File: config.mk
export PLATFORM = sky130hd
export DESIGN_NAME = me_sad_min
export DESIGN_NICKNAME = d
export VERILOG_FILES = /design/src/rtl/me_sad_min.sv
export SDC_FILE = /design/constraint.sdc
export NUM_CORES = 1
export LEC_CHECK = 0
export ABC_AREA = 1
export CAP_MARGIN = 20
export CORE_MARGIN = 4
export CORE_UTILIZATION = 52
export DETAILED_ROUTE_END_ITERATION = 12
export PLACE_DENSITY = 0.78
export SYNTH_ARGS = -nofsm -noshare
export SYNTH_HDL_FRONTEND = slang
export SYNTH_SLANG_ARGS = --single-unit
File: constraint.sdc
create_clock -name clk -period 4.97 [get_ports clk]
set_clock_uncertainty 0.15 [all_clocks]
set_input_delay 0.7455 -clock clk [delete_from_list [all_inputs] [get_ports clk]]
set_output_delay 0.7455 -clock clk [all_outputs]
set_load 0.005 [all_outputs]
File: src/rtl/me_sad_min.sv
// SAD accumulator and best-match selector for motion estimation.
// Two-stage |cur-ref| / row-sum pipeline feeding a strict less-than minimum tracker.
module me_sad_min #(
  parameter int PIX_W = 8,
  parameter int NPIX  = 8,
  parameter int ROWS  = 8,
  parameter int MV_W  = 5,
  localparam int SAD_W = PIX_W + $clog2(NPIX * ROWS)
) (
  input  logic                  clk,
  input  logic                  reset,
  input  logic                  start,
  input  logic                  row_valid,
  input  logic [PIX_W*NPIX-1:0] cur_row,
  input  logic [PIX_W*NPIX-1:0] ref_row,
  input  logic [MV_W-1:0]       cand_mvx,
  input  logic [MV_W-1:0]       cand_mvy,
  input  logic                  cand_last,
  output logic                  busy,
  output logic                  done,
  output logic [SAD_W-1:0]      best_sad,
  output logic [MV_W-1:0]       best_mvx,
  output logic [MV_W-1:0]       best_mvy
);
  localparam int CNT_W = (ROWS > 1) ? $clog2(ROWS) : 1;
  localparam logic [CNT_W-1:0] LAST_ROW = CNT_W'(ROWS - 1);

  typedef enum logic [1:0] {IDLE = 2'd0, RUN = 2'd1, DRAIN = 2'd2} state_t;

  function automatic logic [PIX_W-1:0] abs_diff(input logic [PIX_W-1:0] a,
                                                input logic [PIX_W-1:0] b);
    abs_diff = (a >= b) ? (a - b) : (b - a);
  endfunction

  state_t           state_q, state_d;
  logic [CNT_W-1:0] row_cnt_q, row_cnt_d;
  logic             busy_q, busy_d, done_q, done_d;
  logic             accept_s;
  logic [SAD_W-1:0] row_sum_s;

  logic             s1_vld_q, s1_vld_d, s1_first_q, s1_first_d;
  logic             s1_close_q, s1_close_d, s1_last_q, s1_last_d;
  logic [PIX_W-1:0] s1_diff_q [NPIX];
  logic [PIX_W-1:0] s1_diff_d [NPIX];
  logic [MV_W-1:0]  s1_mvx_q, s1_mvx_d, s1_mvy_q, s1_mvy_d;

  logic             s2_close_q, s2_close_d, s2_last_q, s2_last_d;
  logic [MV_W-1:0]  s2_mvx_q, s2_mvx_d, s2_mvy_q, s2_mvy_d;
  logic [SAD_W-1:0] acc_q, acc_d;

  logic [SAD_W-1:0] best_sad_q, best_sad_d;
  logic [MV_W-1:0]  best_mvx_q, best_mvx_d, best_mvy_q, best_mvy_d;

  // Next-state logic for the FSM and both pipeline stages.
  always_comb begin
    state_d    = state_q;
    row_cnt_d  = row_cnt_q;
    busy_d     = busy_q;
    done_d     = 1'b0;
    accept_s   = 1'b0;
    best_sad_d = best_sad_q;
    best_mvx_d = best_mvx_q;
    best_mvy_d = best_mvy_q;

    row_sum_s = {SAD_W{1'b0}};
    for (int i = 0; i < NPIX; i++) begin
      row_sum_s = row_sum_s + SAD_W'(s1_diff_q[i]);
    end

    // A candidate's first row restarts the accumulator, so no clear is needed between candidates.
    if (s1_vld_q) begin
      acc_d = s1_first_q ? row_sum_s : (acc_q + row_sum_s);
    end else begin
      acc_d = acc_q;
    end

    if (s2_close_q && (acc_q < best_sad_q)) begin
      best_sad_d = acc_q;
      best_mvx_d = s2_mvx_q;
      best_mvy_d = s2_mvy_q;
    end else begin
      best_sad_d = best_sad_q;
    end

    case (state_q)
      IDLE: begin
        if (start) begin
          state_d    = RUN;
          busy_d     = 1'b1;
          row_cnt_d  = {CNT_W{1'b0}};
          acc_d      = {SAD_W{1'b0}};
          best_sad_d = {SAD_W{1'b1}};
          best_mvx_d = {MV_W{1'b0}};
          best_mvy_d = {MV_W{1'b0}};
        end else begin
          state_d = IDLE;
        end
      end
      RUN: begin
        accept_s = row_valid;
        if (row_valid) begin
          row_cnt_d = (row_cnt_q == LAST_ROW) ? {CNT_W{1'b0}} : (row_cnt_q + CNT_W'(1));
          state_d   = ((row_cnt_q == LAST_ROW) && cand_last) ? DRAIN : RUN;
        end else begin
          state_d = RUN;
        end
      end
      DRAIN: begin
        // The final candidate reaches the compare stage exactly when its tag leaves S2.
        if (s2_close_q && s2_last_q) begin
          state_d = IDLE;
          busy_d  = 1'b0;
          done_d  = 1'b1;
        end else begin
          state_d = DRAIN;
        end
      end
      default: begin
        state_d = IDLE;
        busy_d  = 1'b0;
      end
    endcase

    s1_vld_d   = accept_s;
    s1_first_d = (row_cnt_q == {CNT_W{1'b0}});
    s1_close_d = (row_cnt_q == LAST_ROW);
    s1_last_d  = cand_last;
    s1_mvx_d   = cand_mvx;
    s1_mvy_d   = cand_mvy;
    for (int i = 0; i < NPIX; i++) begin
      s1_diff_d[i] = abs_diff(cur_row[i*PIX_W +: PIX_W], ref_row[i*PIX_W +: PIX_W]);
    end

    s2_close_d = s1_vld_q & s1_close_q;
    s2_last_d  = s1_last_q;
    s2_mvx_d   = s1_mvx_q;
    s2_mvy_d   = s1_mvy_q;
  end

  // State, pipeline and output registers.
  always_ff @(posedge clk or posedge reset) begin
    if (reset) begin
      state_q    <= IDLE;
      row_cnt_q  <= {CNT_W{1'b0}};
      busy_q     <= 1'b0;
      done_q     <= 1'b0;
      s1_vld_q   <= 1'b0;
      s1_first_q <= 1'b0;
      s1_close_q <= 1'b0;
      s1_last_q  <= 1'b0;
      s1_mvx_q   <= {MV_W{1'b0}};
      s1_mvy_q   <= {MV_W{1'b0}};
      s1_diff_q  <= '{default: {PIX_W{1'b0}}};
      s2_close_q <= 1'b0;
      s2_last_q  <= 1'b0;
      s2_mvx_q   <= {MV_W{1'b0}};
      s2_mvy_q   <= {MV_W{1'b0}};
      acc_q      <= {SAD_W{1'b0}};
      best_sad_q <= {SAD_W{1'b1}};
      best_mvx_q <= {MV_W{1'b0}};
      best_mvy_q <= {MV_W{1'b0}};
    end else begin
      state_q    <= state_d;
      row_cnt_q  <= row_cnt_d;
      busy_q     <= busy_d;
      done_q     <= done_d;
      s1_vld_q   <= s1_vld_d;
      s1_first_q <= s1_first_d;
      s1_close_q <= s1_close_d;
      s1_last_q  <= s1_last_d;
      s1_mvx_q   <= s1_mvx_d;
      s1_mvy_q   <= s1_mvy_d;
      s1_diff_q  <= s1_diff_d;
      s2_close_q <= s2_close_d;
      s2_last_q  <= s2_last_d;
      s2_mvx_q   <= s2_mvx_d;
      s2_mvy_q   <= s2_mvy_d;
      acc_q      <= acc_d;
      best_sad_q <= best_sad_d;
      best_mvx_q <= best_mvx_d;
      best_mvy_q <= best_mvy_d;
    end
  end

  assign busy     = busy_q;
  assign done     = done_q;
  assign best_sad = best_sad_q;
  assign best_mvx = best_mvx_q;
  assign best_mvy = best_mvy_q;

endmodule

# [Yosys cells after proc, flatten, opt, wreduce, memory -nomap -nowiden]
# Cells that the tools add are included.
[totals] out_inout_bits=26 inputBits=143 ff_bits=135 wordCells=112
[classes] reduce_logical=8 add_sub_neg=25 order_cmp=9 n_eq_ne=6 bitwise_logic=2 muxes=36
[op_table] cell="$sub 8x8->8" n=16
[op_table] cell="$mux 14" n=7
[op_table] cell="$ge 8x8->1" n=8
[op_table] cell="$mux 8" n=8
[op_table] cell="$mux 5" n=6
[op_table] cell="$add 13x8->14" n=1
[op_table] cell="$add 14x14->14" n=1
[op_table] cell="$add 14x8->14" n=1
[op_table] cell="$lt 14x14->1" n=1
[op_table] cell="$add 12x8->13" n=1
[op_table] cell="$add 11x8->12" n=1
[op_table] cell="$add 10x8->11" n=1
[op_table] cell="$add 9x8->10" n=1
[op_table] cell="$add 8x8->9" n=1
[op_table] cell="$mux 3" n=3
[op_table] cell="$mux 1" n=6
[op_table] cell="$mux 2" n=3
[op_table] cell="$ne 2x2->1 const B" n=3
[op_table] cell="$pmux 2 s3" n=1
[op_table] cell="$pmux 3 s2" n=1
[op_table] cell="$reduce_and 3->1" n=2
[op_table] cell="$add 3x1->3 const B" n=1
[op_table] cell="$eq 3x3->1 const B" n=1
[op_table] cell="$logic_and 1x1->1" n=3
[op_table] cell="other kinds (8)" n=8

# [Longest topological paths before layout]
[logic_depth] ltp_word=12 mapped_depth=26 mapped_depth_nobuf=26

# [Worst setup path after synthesis]
# OpenSTA, ideal clock, no wires.
[synth_timing] kind="reg2reg" startpoint="reg s1_diff_q[26] in the netlist's numbering" endpoint="reg acc_q[11]" path_buffers=0 period_less_slack_ns=4.621 path_slack_ns=0.349 setup_time_ns=0.119 path_stages_with_launch=23 required_ns=4.701 arrival_ns=4.352 cell_sequence="dfrtp_1 inv_1 fa_1 inv_1 fa_1 fa_1 fa_1 ha_1 fa_1 nand3_1 a21oi_1 nor2_1 nand2_1 nand2_1 inv_1 ha_1 nand2_1 nor3_1 nand3_1 nand3_1 nand3_1 nand2_1 nor2_1"
[synth_via] elab_chain_len=9
[synth_lines] item="from (decl)" line_no="43" source="logic [PIX_W-1:0] s1_diff_q [NPIX];"
[synth_lines] item="from (signal assigned)" line_no="173" source="s1_diff_q <= s1_diff_d;"
[synth_lines] item="$add 11x8->12 *" line_no="67" source="row_sum_s = row_sum_s + SAD_W'(s1_diff_q[i]);"
[synth_lines] item="$add 12x8->13 *" line_no="67"
[synth_lines] item="$add 13x8->14 *" line_no="67"
[synth_lines] item="$add 14x8->14 *" line_no="67"
[synth_lines] item="$add 14x14->14" line_no="72" source="acc_d = s1_first_q ? row_sum_s : (acc_q + row_sum_s);"
[synth_lines] item="$mux 14 *" line_no="72"
[synth_lines] item="$mux 14 *" line_no="71" source="if (s1_vld_q) begin"
[synth_lines] item="$mux 14" line_no="87" source="if (start) begin"
[synth_lines] item="$mux 14 *" line_no="85" source="case (state_q)"
[synth_lines] item="via acc_d[11]" line_no="49" source="logic [SAD_W-1:0] acc_q, acc_d;"
[synth_lines] item="to (signal assigned)" line_no="158" source="acc_q <= {SAD_W{1'b0}};"
[synth_lines] item="to (decl)" line_no="49"
# Mark *: on every way through the listed nets, which the timed path passes. The rest lies on a longest branch.
# A chain may end at the register's enable or synchronous reset.

# [Worst setup path after layout]
[layout_timing] startpoint="reg s1_diff_q[31] in the netlist's numbering" endpoint="reg acc_q[11]"
# The elaborated chain is that of the path after synthesis.

==> metrics <==
status completed; gpl congestion roughly 0.9; hpwl dp around 23000 um; CTS H-Tree Depth 4; antenna diode count 0; CTS Sinks between 100 and 150; CTS tree built; achievable clock frequency roughly 210 MHz; core footprint between 20000 and 25000 sq um; Synth Warn # 0; min-delay src s1_last_q; maximum number of pins on one net before global-route repair 70; Starting Density 0.530; Std-Cell Rows 57; total CTS buffers 17; average size of a mapped cell roughly 7.7 sq um; port buffer count approximately 170; final wirelength between 20000 and 30000 um; Worst Reg-to-Reg Cells 20; Layout fillers about 2100; flip-flop and latch area 3400 sq um; Die Area approximately 27000 sq um; Worst Path Required 5120 ps; FF-to-FF setup slack 230 ps; ys async rst share 1.00; Hold Crit Depth 0; initial drt markers about 600; Synth Net Count roughly 2000; crit path time final between 4000 and 5000 ps; most frequent cells in the layout inv_1 (408), nand2_1 (354), clkdlybuf4s50_1 (168); Setup crit start kind register; crit path DAT around 5000 ps; Worst-path clk slew about 60 ps; reg-to-reg critical path startpoint s1_diff_q[31]; gr usage total 0.205; Max stage delay on crit path roughly 550 ps; DR WL/cell between 10 and 15 um; Max clock buf depth 2; Cells after Synth roughly 1700; die width ~170 um; Final Hold Fails 0; count of antenna-violating nets left after detailed routing 0; Slowest-stage cell, CP fa_1; worst slew pin tran approximately 750 ps; CP Cell Sequence fa_1 > inv_1 > fa_1 > inv_1 > fa_1 > fa_1 > ha_1 > nand2_1 > inv_1 > a21oi_1 > nand3_1 > and2_1 > ha_4 > inv_1 > nor3_2 > nand3_1 > nand3_2 > nand3_1 > nand2_1 > nor2_1; crit end category register; period utilization 0.954; DRT Pass-1 Iters 5; sequential area share after synthesis 0.263; Netlist cell types 45; initial antenna violation count 0; multi-input logic area between 7000 and 8000 sq um; Post-synth EDFFs 0; Slew headroom 0.499; post-synthesis register bit count 135; GR Util met2 0.371; Critical R2R Capture acc_q[11]; vias in the first global route between 10000 and 15000; max_cap viols 0; global-route track usage on met1 0.257; M3 GR Usage 0.0257; vias per std cell between 4 and 5; Area Growth Syn to Fin 20.5%; CTS Root Cell clkbuf_16; Min-Delay Endpoint s2_last_q; fin. max-slew vios 0; Critical Path Source s1_diff_q[31]; Worst Path Max Fanout 5; synthesized area around 13000 sq um; most used routing layer met2; hold slack 196 ps; Top FF cell, synth dfrtp_1; share of post-route cells with drive strength above 1 0.0626; via count around 11000; path type of the worst min-delay path reg2reg; CP Class reg2reg; RSZ-0062 raised after global routing yes; DR DRC count 0; Final Setup Violations 0; Skew-Pair Late Insertion Delay ~420 ps; commonest non-fill, non-tap cell in the layout inv_1; wire length of the first global-routing pass between 40000 and 50000 um; grt ovf 0; die height ~170 um; fin nets around 2200; I/O pin count between 150 and 200
## cells by family (layout without fill, tap and decap cells)
group           Yosys count  count (layout)  share of synthesized area
compound gates          228             228                      0.106
xor+xnor                 94              94                     0.0637
fa+ha+maj               222             222                      0.252
buf+inv                 447             618                      0.133
flops                   135             135                      0.263
simple gates            557             557                      0.182
## registers in the layout, summed over array words and instances, names as in the netlist
name	flops
s1_last_q	1
best_sad	14
s1_first_q	1
s2_close_q	1
best_mvx	5
s1_vld_q	1
s2_mvx_q	5
s1_close_q	1
state_q	2
s1_mvx_q	5
best_mvy	5
row_cnt_q	3
s1_mvy_q	5
s2_last_q	1
s1_diff_q	64
acc_q	14
done	1
busy	1
s2_mvy_q	5
## Yosys cell counts, types with 3 or more instances
cell type | instances | area (sq um)
inv_1 | 409 | 1540
nand2_1 | 356 | 1340
ha_1 | 158 | 1980
dfrtp_1 | 121 | 3030
a21oi_1 | 86 | 430
xor2_1 | 86 | 753
nor2_1 | 78 | 293
fa_1 | 64 | 1280
nand3_1 | 54 | 270
o21ai_0 | 53 | 265
o21bai_1 | 29 | 218
nand4_1 | 27 | 169
o21ai_2 | 22 | 193
nor3_1 | 17 | 85.1
clkbuf_2 | 14 | 70.1
dfstp_2 | 14 | 368
buf_2 | 13 | 65.1
a31oi_1 | 11 | 68.8
o21ai_1 | 10 | 50.1
a21o_1 | 8 | 60.1
nand3_2 | 8 | 80.1
xnor2_1 | 8 | 70.1
or2_2 | 7 | 43.8
clkbuf_1 | 5 | 18.8
inv_2 | 3 | 11.3
or2_1 | 3 | 18.8
## worst max-delay path, delay by kind of cell, from the launching register on
kind                       cells  cell delay [ps]
and+or+nand+nor                9             1040
AOI/OAI and AO/OA              1              200
DFF                            1              380
buffers and inverters          4              250
adders and majority gates      6             2610
## metrics by stage
step	instance area [sq um]	TNS [ps]	util	setup slack, ps	instances
6_report	15600	0	0.638	231	2178
2_1_floorplan	12900	0	-	349	1683
4_1_cts	15400	0	0.633	29.4	2177
3_5_place_dp	14900	-17.8	0.610	-17.8	2145
3_3_place_gp	14900	0	0.610	112	2145
5_1_grt	15600	-5.58	0.638	-5.58	2178
## metal layers
layer  routed length (um)  share of wire
met1                12200           0.43
met2                14600           0.52
met3                  938          0.033
met4                  538          0.019
met5                    0              0
## worst max path at each step
| stage | to | slack [ps] | cells after the start |
|---|---|---|---|
| floorplan | acc_q[11] | 350 | 22 |
| detailed placement | acc_q[11] | -20 | 22 |
| global placement | acc_q[11] | 110 | 22 |
| global route | acc_q[11] | -6 | 22 |
| finish | acc_q[11] | 230 | 20 |
| CTS | acc_q[11] | 30 | 22 |
## layout make-up
cell class	count	share of cell area
timing repair buffer	174	0.111
clock buffer	21	0.0296
sequential	135	0.218
multi-input combinational	1101	0.509
inverter	412	0.0996
tap	324	0.0260
clock inverter	11	0.00643
## repair_timing
item | 4_1_cts | 5_1_grt
hold buffers | 0 | 0
resized for setup | 1 | 22
setup endpoints to repair | 2 | 7
pin swaps | 0 | 5
setup buffers | 0 | 1
Power is left out: the tool's default activity adds up to more than one toggle a clock period on the data nets, which glitch-free logic cannot reach.
